--- src/rtl/xor_neuro_sched.sv ---
// rtl/xor_neuro_sched.sv - time-shared neuron sequencer for the 2-2-1 XOR network
// Drives one pipelined neuron lane through 8 hidden-layer and 4 output-layer
// evaluations for a batch of four input pairs.
// Optional feature macro: XOR_SCHED_PERF_EN (adds the perf_runs run counter).
module xor_neuro_sched #(
  parameter int tam  = 16,
  parameter int NLAT = 2
) (
  input  logic                clk,
  input  logic                rst,
  input  logic                start,
  input  logic [3:0][tam-1:0] in1,
  input  logic [3:0][tam-1:0] in2,
  output logic                busy,
  output logic                done,
  output logic [3:0][tam-1:0] result,
  input  logic                cfg_we,
  input  logic [3:0]          cfg_addr,
  input  logic [tam-1:0]      cfg_data,
  output logic                nrn_valid,
  output logic [tam-1:0]      nrn_in1,
  output logic [tam-1:0]      nrn_in2,
  output logic [tam-1:0]      nrn_w0,
  output logic [tam-1:0]      nrn_w1,
  output logic [tam-1:0]      nrn_w2,
  input  logic [tam-1:0]      nrn_result
`ifdef XOR_SCHED_PERF_EN
  ,
  output logic [15:0]         perf_runs
`endif
);

  typedef enum logic [2:0] {
    S_IDLE   = 3'd0,
    S_L1     = 3'd1,
    S_DRAIN1 = 3'd2,
    S_L2     = 3'd3,
    S_DRAIN2 = 3'd4,
    S_DONE   = 3'd5
  } state_t;

  // Travels alongside each issue so the returning result knows where it belongs.
  typedef struct packed {
    logic       valid;
    logic       layer;
    logic [2:0] slot;
  } tag_t;

  state_t state_q, state_d;

  logic [2:0]           slot_q, slot_d;
  logic [8:0][tam-1:0]  wcfg_q, wcfg_d;    // host-visible weight file
  logic [8:0][tam-1:0]  wrun_q, wrun_d;    // weights frozen for the current run
  logic [3:0][tam-1:0]  in1_q, in1_d;
  logic [3:0][tam-1:0]  in2_q, in2_d;
  logic [3:0][tam-1:0]  z1_q, z1_d;
  logic [3:0][tam-1:0]  z2_q, z2_d;
  logic [3:0][tam-1:0]  shadow_q, shadow_d;
  logic [3:0][tam-1:0]  result_q, result_d;
  tag_t                 tag_q [NLAT];
  tag_t                 tag_d [NLAT];
  tag_t                 issue_tag;
  tag_t                 cap;
  logic                 cap_l1_last;
  logic                 cap_l2_last;

  // Oldest tag lines up with the nrn_result currently presented by the lane.
  assign cap         = tag_q[NLAT-1];
  assign cap_l1_last = cap.valid && !cap.layer && (cap.slot == 3'd7);
  assign cap_l2_last = cap.valid &&  cap.layer && (cap.slot == 3'd3);

  // FSM state register
  always_ff @(posedge clk) begin
    if (rst) begin
      state_q <= S_IDLE;
    end else begin
      state_q <= state_d;
    end
  end

  // FSM next state: issue phases are slot-counted, drain phases wait on tags
  always_comb begin
    state_d = state_q;
    case (state_q)
      S_IDLE:   if (start) state_d = S_L1;
      S_L1:     if (slot_q == 3'd7) state_d = S_DRAIN1;
      S_DRAIN1: if (cap_l1_last) state_d = S_L2;
      S_L2:     if (slot_q == 3'd3) state_d = S_DRAIN2;
      S_DRAIN2: if (cap_l2_last) state_d = S_DONE;
      S_DONE:   state_d = S_IDLE;
      default:  state_d = S_IDLE;
    endcase
  end

  // FSM outputs: operand routing to the neuron lane, zero when not issuing
  always_comb begin
    nrn_valid = 1'b0;
    nrn_in1   = '0;
    nrn_in2   = '0;
    nrn_w0    = '0;
    nrn_w1    = '0;
    nrn_w2    = '0;
    issue_tag = '0;
    case (state_q)
      S_L1: begin
        nrn_valid = 1'b1;
        nrn_in1   = in1_q[slot_q[2:1]];
        nrn_in2   = in2_q[slot_q[2:1]];
        if (slot_q[0]) begin
          nrn_w0 = wrun_q[3];
          nrn_w1 = wrun_q[4];
          nrn_w2 = wrun_q[5];
        end else begin
          nrn_w0 = wrun_q[0];
          nrn_w1 = wrun_q[1];
          nrn_w2 = wrun_q[2];
        end
        issue_tag = '{valid: 1'b1, layer: 1'b0, slot: slot_q};
      end
      S_L2: begin
        nrn_valid = 1'b1;
        nrn_in1   = z1_q[slot_q[1:0]];
        nrn_in2   = z2_q[slot_q[1:0]];
        nrn_w0    = wrun_q[6];
        nrn_w1    = wrun_q[7];
        nrn_w2    = wrun_q[8];
        issue_tag = '{valid: 1'b1, layer: 1'b1, slot: slot_q};
      end
      default: ;
    endcase
  end

  assign busy   = (state_q != S_IDLE);
  assign done   = (state_q == S_DONE);
  assign result = result_q;

  // Datapath next values: config writes, run snapshot, slot counting, result capture
  always_comb begin
    slot_d   = slot_q;
    wcfg_d   = wcfg_q;
    wrun_d   = wrun_q;
    in1_d    = in1_q;
    in2_d    = in2_q;
    z1_d     = z1_q;
    z2_d     = z2_q;
    shadow_d = shadow_q;
    result_d = result_q;

    // The snapshot reads wcfg_q, so a write landing with start misses this run.
    if (state_q == S_IDLE) begin
      if (cfg_we) begin
        for (int i = 0; i < 9; i++) begin
          if (cfg_addr == 4'(i)) wcfg_d[i] = cfg_data;
        end
      end
      if (start) begin
        in1_d  = in1;
        in2_d  = in2;
        wrun_d = wcfg_q;
        slot_d = '0;
      end
    end

    if (state_q == S_L1) begin
      slot_d = slot_q + 3'd1;
    end else if (state_q == S_L2) begin
      slot_d = (slot_q == 3'd3) ? 3'd0 : slot_q + 3'd1;
    end

    if (cap.valid) begin
      if (!cap.layer) begin
        if (cap.slot[0]) z2_d[cap.slot[2:1]] = nrn_result;
        else             z1_d[cap.slot[2:1]] = nrn_result;
      end else begin
        shadow_d[cap.slot[1:0]] = nrn_result;
      end
    end

    // Publish on entry to DONE so result and done become visible together.
    if ((state_q == S_DRAIN2) && (state_d == S_DONE)) result_d = shadow_d;

    tag_d[0] = issue_tag;
    for (int i = 1; i < NLAT; i++) begin
      tag_d[i] = tag_q[i-1];
    end
  end

  // Datapath registers; reset drops in-flight tags so stale results are never captured
  always_ff @(posedge clk) begin
    if (rst) begin
      slot_q   <= '0;
      wcfg_q   <= '0;
      wrun_q   <= '0;
      in1_q    <= '0;
      in2_q    <= '0;
      z1_q     <= '0;
      z2_q     <= '0;
      shadow_q <= '0;
      result_q <= '0;
      for (int i = 0; i < NLAT; i++) tag_q[i] <= '0;
    end else begin
      slot_q   <= slot_d;
      wcfg_q   <= wcfg_d;
      wrun_q   <= wrun_d;
      in1_q    <= in1_d;
      in2_q    <= in2_d;
      z1_q     <= z1_d;
      z2_q     <= z2_d;
      shadow_q <= shadow_d;
      result_q <= result_d;
      for (int i = 0; i < NLAT; i++) tag_q[i] <= tag_d[i];
    end
  end

`ifdef XOR_SCHED_PERF_EN
  logic [15:0] perf_q, perf_d;

  // Completed-run counter, saturating
  always_comb begin
    perf_d = perf_q;
    if ((state_q == S_DONE) && (perf_q != 16'hFFFF)) perf_d = perf_q + 16'd1;
  end

  // Run counter register
  always_ff @(posedge clk) begin
    if (rst) perf_q <= '0;
    else     perf_q <= perf_d;
  end

  assign perf_runs = perf_q;
`endif

endmodule
--- config.mk ---
export PLATFORM = sky130hd
export DESIGN_NAME = xor_neuro_sched
export DESIGN_NICKNAME = d
export VERILOG_FILES = /design/src/rtl/xor_neuro_sched.sv
export SDC_FILE = /design/constraint.sdc
export NUM_CORES = 1
export LEC_CHECK = 0
export ABC_AREA = 1
export BUFFER_PORTS_ARGS = -buffer_cell sky130_fd_sc_hd__buf_2
export CELL_PAD_IN_SITES_DETAIL_PLACEMENT = 1
export CELL_PAD_IN_SITES_GLOBAL_PLACEMENT = 2
export CORE_MARGIN = 5
export CORE_UTILIZATION = 36
export DETAILED_ROUTE_END_ITERATION = 16
export MAX_ROUTING_LAYER = met4
export PLACE_DENSITY = 0.93
export SETUP_SLACK_MARGIN = 0.3
export SYNTH_ARGS = -nofsm -noshare
export SYNTH_HDL_FRONTEND = slang
export SYNTH_SLANG_ARGS = --single-unit
export TNS_END_PERCENT = 1
--- constraint.sdc ---
create_clock -name clk -period 3.87 [get_ports clk]
set_clock_uncertainty 0.2 [all_clocks]
set_input_delay 1.161 -clock clk [delete_from_list [all_inputs] [get_ports clk]]
set_output_delay 1.161 -clock clk [all_outputs]
set_load 0.1 [all_outputs]
==> flow_summary.toml, run 1 <==
[worst_setup_path]
arrival_ns = 2.26
start_kind = "flip-flop"
end_kind = "primary output"
cp_max_fo = 116
required_ns = 2.51
crit_type = "reg2out"

[clocking]
numCtsBuffers = 79
h-tree-depth = 3
tritoncts = "built"
clk_path_buf_depth = 3
cts_hold_buf = 0
path_clk_slew_ns = 0.05
cts_root_buffer = "clkbuf_16"
clk_latency_ns = 0.62
cts_sinks = 688

[timing]
rsz0062_at_grt = "yes"
hold_viol_final = 0
drv_slew = 0
min_period_ns = 3.62
worst_slew_pin_slew_ns = 0.929
setup_violations = 0
fin_setup_tns_ns = 0
post-route-period-util = 0.935
slew-limit-headroom = 0.381
fmax_ghz = 0.276

[power_and_ir_drop]
ir_drop_mv = 0.313
clock_power_share = 0.444
p_sw_uw = 4450
p_seq_frac = 0.445
swShare = 0.266
power_uw = 16800
p_comb_frac = 0.111
p_int_uw = 12300
leakagePower_uw = 0.0143
powerDensity_nw_per_um2 = 482

[route]
wl_per_cell_um = 18.8
drt_iter0_markers = 1644
ant_nets = 0
dr.pass1.iters = 5
drt-total-wl_um = 98500
vias = 26500
routed_via_density = 5.05
drc = 0

[layout]
mostFrequentLayoutCell = "dfxtp_1"
seq_area_sq_um = 13800
area_delta_synth_final_pct = 23.3
multiInputGateArea_sq_um = 11900
layout.cells.non_filler = 5247
drive_gt1_frac = 0.140
nNetsFinal = 4311
utilization = 0.448
final_area_sq_um = 34800
final_cell_mix = "dfxtp_1 (684), nand2_1 (622), o21ai_0 (609)"
fillers = 9779

[global_routing]
overflow = 0
antenna_found_initial = 10
grt_max_degree = 216
track_usage = 0.231
grt_pass1_wl_um = 153000
first_global_vias = 26600

[synthesis]
ys_ff_latch = 688
synth_xor_area_frac = 0
avgSynthCellArea_sq_um = 7.09
ys_types = 26
synth_compound_area_frac = 0.217
yosys.area.top_type_share = 0.488
syn_inst = 3980
synth_top_family_by_area = "compound AO/OA/AOI/OAI gates"
post_synth_instance_area_sq_um = 28200
yosys_warnings = 0
synthMuxAreaShare = 0
yosysSeqAreaShare = 0.488
synth_area_leader_cell = "dfxtp_1"
synthAdderAreaFrac = 0.00177
syn-num-nets = 4152
synth-simple-area-share = 0.186
synth_area_leaders = "dfxtp_1 (49%), o21ai_0 (11%), a21oi_1 (9.4%)"

[run]
maxCapViolCount = 0

[min_path]
hold_class = "reg2reg"

[floorplanning]
chipWidth_um = 290
dieArea_sq_um = 84100
die_h_um = 290
io_pins = 315
initial_core_util = 0.364
core_area_sq_um = 77600
rows = 102

[placement]
routabilityCongestion = 0.817
place_inst = 5095
portBuffers = 314
dp_hpwl_um = 64800
place_area_sq_um = 32000

[run_status]
outcome = "finished clean"
==> layer usage <==
metal  global-route usage  vias to the layer above  share of wire
met5                    -                        -              0
met4               0.0761                        0          0.030
met3               0.0301                      165          0.033
met2                0.395                      426           0.50
met1                0.282                    12800           0.43
li1                     -                    13100              -
==> cell usage after synthesis (all sizes together) <==
cell      n
nand4     1
nand3    60
clkbuf  208
clkinv    2
buf      93
dfxtp   688
inv     449
nor3     67
o22ai    48
o21ai   610
nand3b    1
a21oi   531
o211ai   16
nor2    575
nand2   627
ha        4
==> sequential cells by signal, summed over array words and instances, names as in the netlist <==
register,count
in2_q,64
tag_q,10
z2_q,64
wcfg_q,144
shadow_q,64
slot_q,3
z1_q,64
in1_q,64
result,64
wrun_q,144
state_q,3
==> final timing paths <==
kind / start / endpoint / slack (ns) / cells past startpoint
worst max-delay path: slot_q[0] / nrn_w1[5] / 0.25 / 5
worst min-delay path: tag_q[0][1] / tag_q[0][6] / 0.21 / 2
worst max register to register: tag_q[0][6] / result[52] / 1.30 / 8
worst min register to register: tag_q[0][1] / tag_q[0][6] / 0.21 / 2
==> metrics by stage <==
stage | setup slack [ns] | hold WS, ns
final | 0.250 | 0.209
after global routing | 0.186 | 0.236
after CTS | 0.254 | 0.211
after detailed placement | 0.660 | 0.201
after global placement | 0.691 | 0.191
after floorplan | 0.0728 | 0.188
==> power groups by stage <==
stage               Clock, uW  Sequential [uW]  Combinational (uW)
global route             7900             7480                2040
global placement            0             7590                1840
detailed placement          0             7600                1860
floorplan                   0             7570                1200
finish                   7440             7460                1870
CTS                      7620             7450                1880
==> repair_timing <==
| item | CTS | global route |
|---|---|---|
| pin swaps | 1 | 0 |
| setup endpoints to repair | 80 | 74 |
| setup buffers | 2 | 0 |
| gates resized for setup | 23 | 1 |
| gates cloned | 1 | 0 |
==> area by class of cell <==
type                            count  area share
Timing Repair Buffer              379       0.101
Tap cell                         1040      0.0374
Clock inverter                     19     0.00478
Multi-Input combinational cell   2540       0.341
Antenna cell                       11    0.000791
Inverter                          451      0.0490
Clock buffer                      119      0.0693
Sequential cell                   688       0.396
==> cell families (layout without fill, tap and decap cells) <==
kind of cell | after synthesis | count (layout)
AOI/OAI and AO/OA | 1205 | 1205
adders and majority gates | 4 | 4
other | 0 | 11
buffers and inverters | 752 | 968
DFF | 688 | 688
and+or+nand+nor | 1331 | 1331
==> critical path, stage by stage, from the launching register on <==
cell	delay [ns]
dfxtp_4	0.38
buf_16	0.39
nor2_1	0.10
a21oi_1	0.37
o22ai_2	0.15
buf_12	0.20
Note: power is estimated with default switching activity, not from simulation.
==> inputs of run 2 (changes only) <==
- HOLD_SLACK_MARGIN: default -> 0.06
- SETUP_SLACK_MARGIN: 0.3 -> default
- SLEW_MARGIN: default -> 20
==> run 2 against run 1 <==
Net effect:
- via count is 0.39% higher
- core utilization grew 0.069 points
- power fell by 0.46%
- hold slack worse by 0.0055 ns
- flip-flop and latch count did not move
- clock power is 1% lower
- wire length fell by 1.1%
- largest power group unchanged
==> flow_summary.toml, run 2 (synthesized netlist as in run 1, its figures left out) <==
[run_status]
outcome = "finished clean"

[worst_setup_path]
r2r_setup_slack_ns = 1.22
crit_chain = "inv_2 -> nand2_1 -> nor2_2 -> buf_6 -> nand2_1 -> nand2_1 -> buf_12"
crit_top_cell = "nand2_1"
crit_slowest_cell = "dfxtp_1"
required_ns = 2.51
end_kind = "primary output"
cp_max_fo = 33
crit_path_max_incr_delay_ns = 0.38
r2r_cells = 8
arrival_ns = 2.33
start_kind = "flip-flop"
crit_type = "reg2out"

[clocking]
tritoncts = "built"
cts_hold_buf = 0
path_clk_slew_ns = 0.06
clk_path_buf_depth = 3
cts_sinks = 688
clk_latency_ns = 0.61
numCtsBuffers = 78
cts_root_buffer = "clkbuf_16"
h-tree-depth = 3

[power_and_ir_drop]
ir_drop_mv = 0.266
powerDensity_nw_per_um2 = 479
power_uw = 16700
leakagePower_uw = 0.0143

[route]
wl_met3_um = 3380
dr.pass1.iters = 5
routed_via_density = 5.06
drt-total-wl_um = 97400
drc = 0
wl_met1_um = 41800
vias = 26600
ant_nets = 0
wl_per_cell_um = 18.5
wl_met2_um = 48900
maxUsedRoutingLayer = "met4"
drt_iter0_markers = 1530

[floorplanning]
chipWidth_um = 290
die_h_um = 290
dieArea_sq_um = 84100
rows = 102
initial_core_util = 0.364
io_pins = 315
core_area_sq_um = 77600

[layout]
mostFrequentLayoutCell = "dfxtp_1"
drive_gt1_frac = 0.140
final_cell_mix = "dfxtp_1 (686), nand2_1 (624), o21ai_0 (609)"
area_delta_synth_final_pct = 23.5
top_regs = "wcfg_q: 144 flops, wrun_q: 144 flops"
nNetsFinal = 4323

[timing]
hold_viol_final = 0
slew-limit-headroom = 0.493
min_period_ns = 3.69
post-route-period-util = 0.953
fin_setup_tns_ns = 0
drv_slew = 0
fmax_ghz = 0.271
setup_violations = 0
worst_slew_pin_slew_ns = 0.760
rsz0062_at_grt = "no"

[global_routing]
first_global_vias = 26500
track_usage = 0.227
overflow = 0
grt_pass1_wl_um = 151000
grt_max_degree = 141
antenna_found_initial = 12

[min_path]
hold_class = "reg2reg"
worstHoldPathCells = 2

[placement]
routabilityCongestion = 0.814
dp_hpwl_um = 65400
portBuffers = 314

[run]
maxCapViolCount = 0
run 2: changes by cell type in the layout (fill, tap and decap cells not counted), sizes merged:
cell / previous run / this run
clkbuf: 119 / 117
inv: 450 / 451
bufinv: 2 / 3
clkinv: 17 / 13
buf: 378 / 392
bufbuf: 1 / 0
diode: 11 / 14
run 2: worst paths after layout:
| check | start | to |
|---|---|---|
| worst max-delay path | state_q[2] | nrn_in2[15] |
| worst min register to register | tag_q[0][3] | tag_q[0][8] |
| worst max register to register | tag_q[0][6] | result[4] |
| worst min-delay path | tag_q[0][3] | tag_q[0][8] |
run 2: metrics by stage:
| stage | util | hold WS [ns] | instance area (sq um) | setup WS, ns | std cells |
|---|---|---|---|---|---|
| finish | 0.449 | 0.203 | 34800 | 0.183 | 5259 |
| global route | 0.449 | 0.226 | 34800 | 0.0577 | 5258 |
| CTS | 0.448 | 0.207 | 34800 | 0.0401 | 5245 |
| detailed placement | 0.416 | 0.199 | 32300 | 0.666 | 5111 |
| global placement | 0.416 | 0.195 | 32300 | 0.737 | 5111 |
| floorplan | - | 0.188 | 28600 | -0.0935 | 3980 |
run 2: area by class of cell:
type | instances | area [sq um]
repair buffers | 392 | 3660
fillers | 9811 | 42800
clock buffers | 117 | 2320
well taps | 1040 | 1300
multi-input cells | 2540 | 11900
flip-flops and latches | 688 | 13800
clock inverters | 17 | 185
inverters | 451 | 1700
diodes | 14 | 35.0
run 2: what timing repair did:
item                       CTS  global route
resized for setup            1             3
setup endpoints to repair    2             7
hold endpoints to repair     0             0
buffers inserted             0             0
run 2: worst max-delay path: cells and delay by family (launching register included):
kind	cells	cell delay [ns]
buf+inv	3	0.70
flops	1	0.38
simple gates	4	0.59
run 2: per-layer routing:
layer | up-vias | GRT usage
met5 | - | -
met4 | 0 | 0.0833
met3 | 168 | 0.0296
met1 | 12900 | 0.276
li1 | 13100 | -
met2 | 460 | 0.389
run 2: power by group:
part / internal [uW] / total [uW] / switching, uW
Combinational: 570 / 1910 / 1340
Clock: 4330 / 7340 / 3010
Sequential: 7350 / 7450 / 101
Total: 12200 / 16700 / 4440
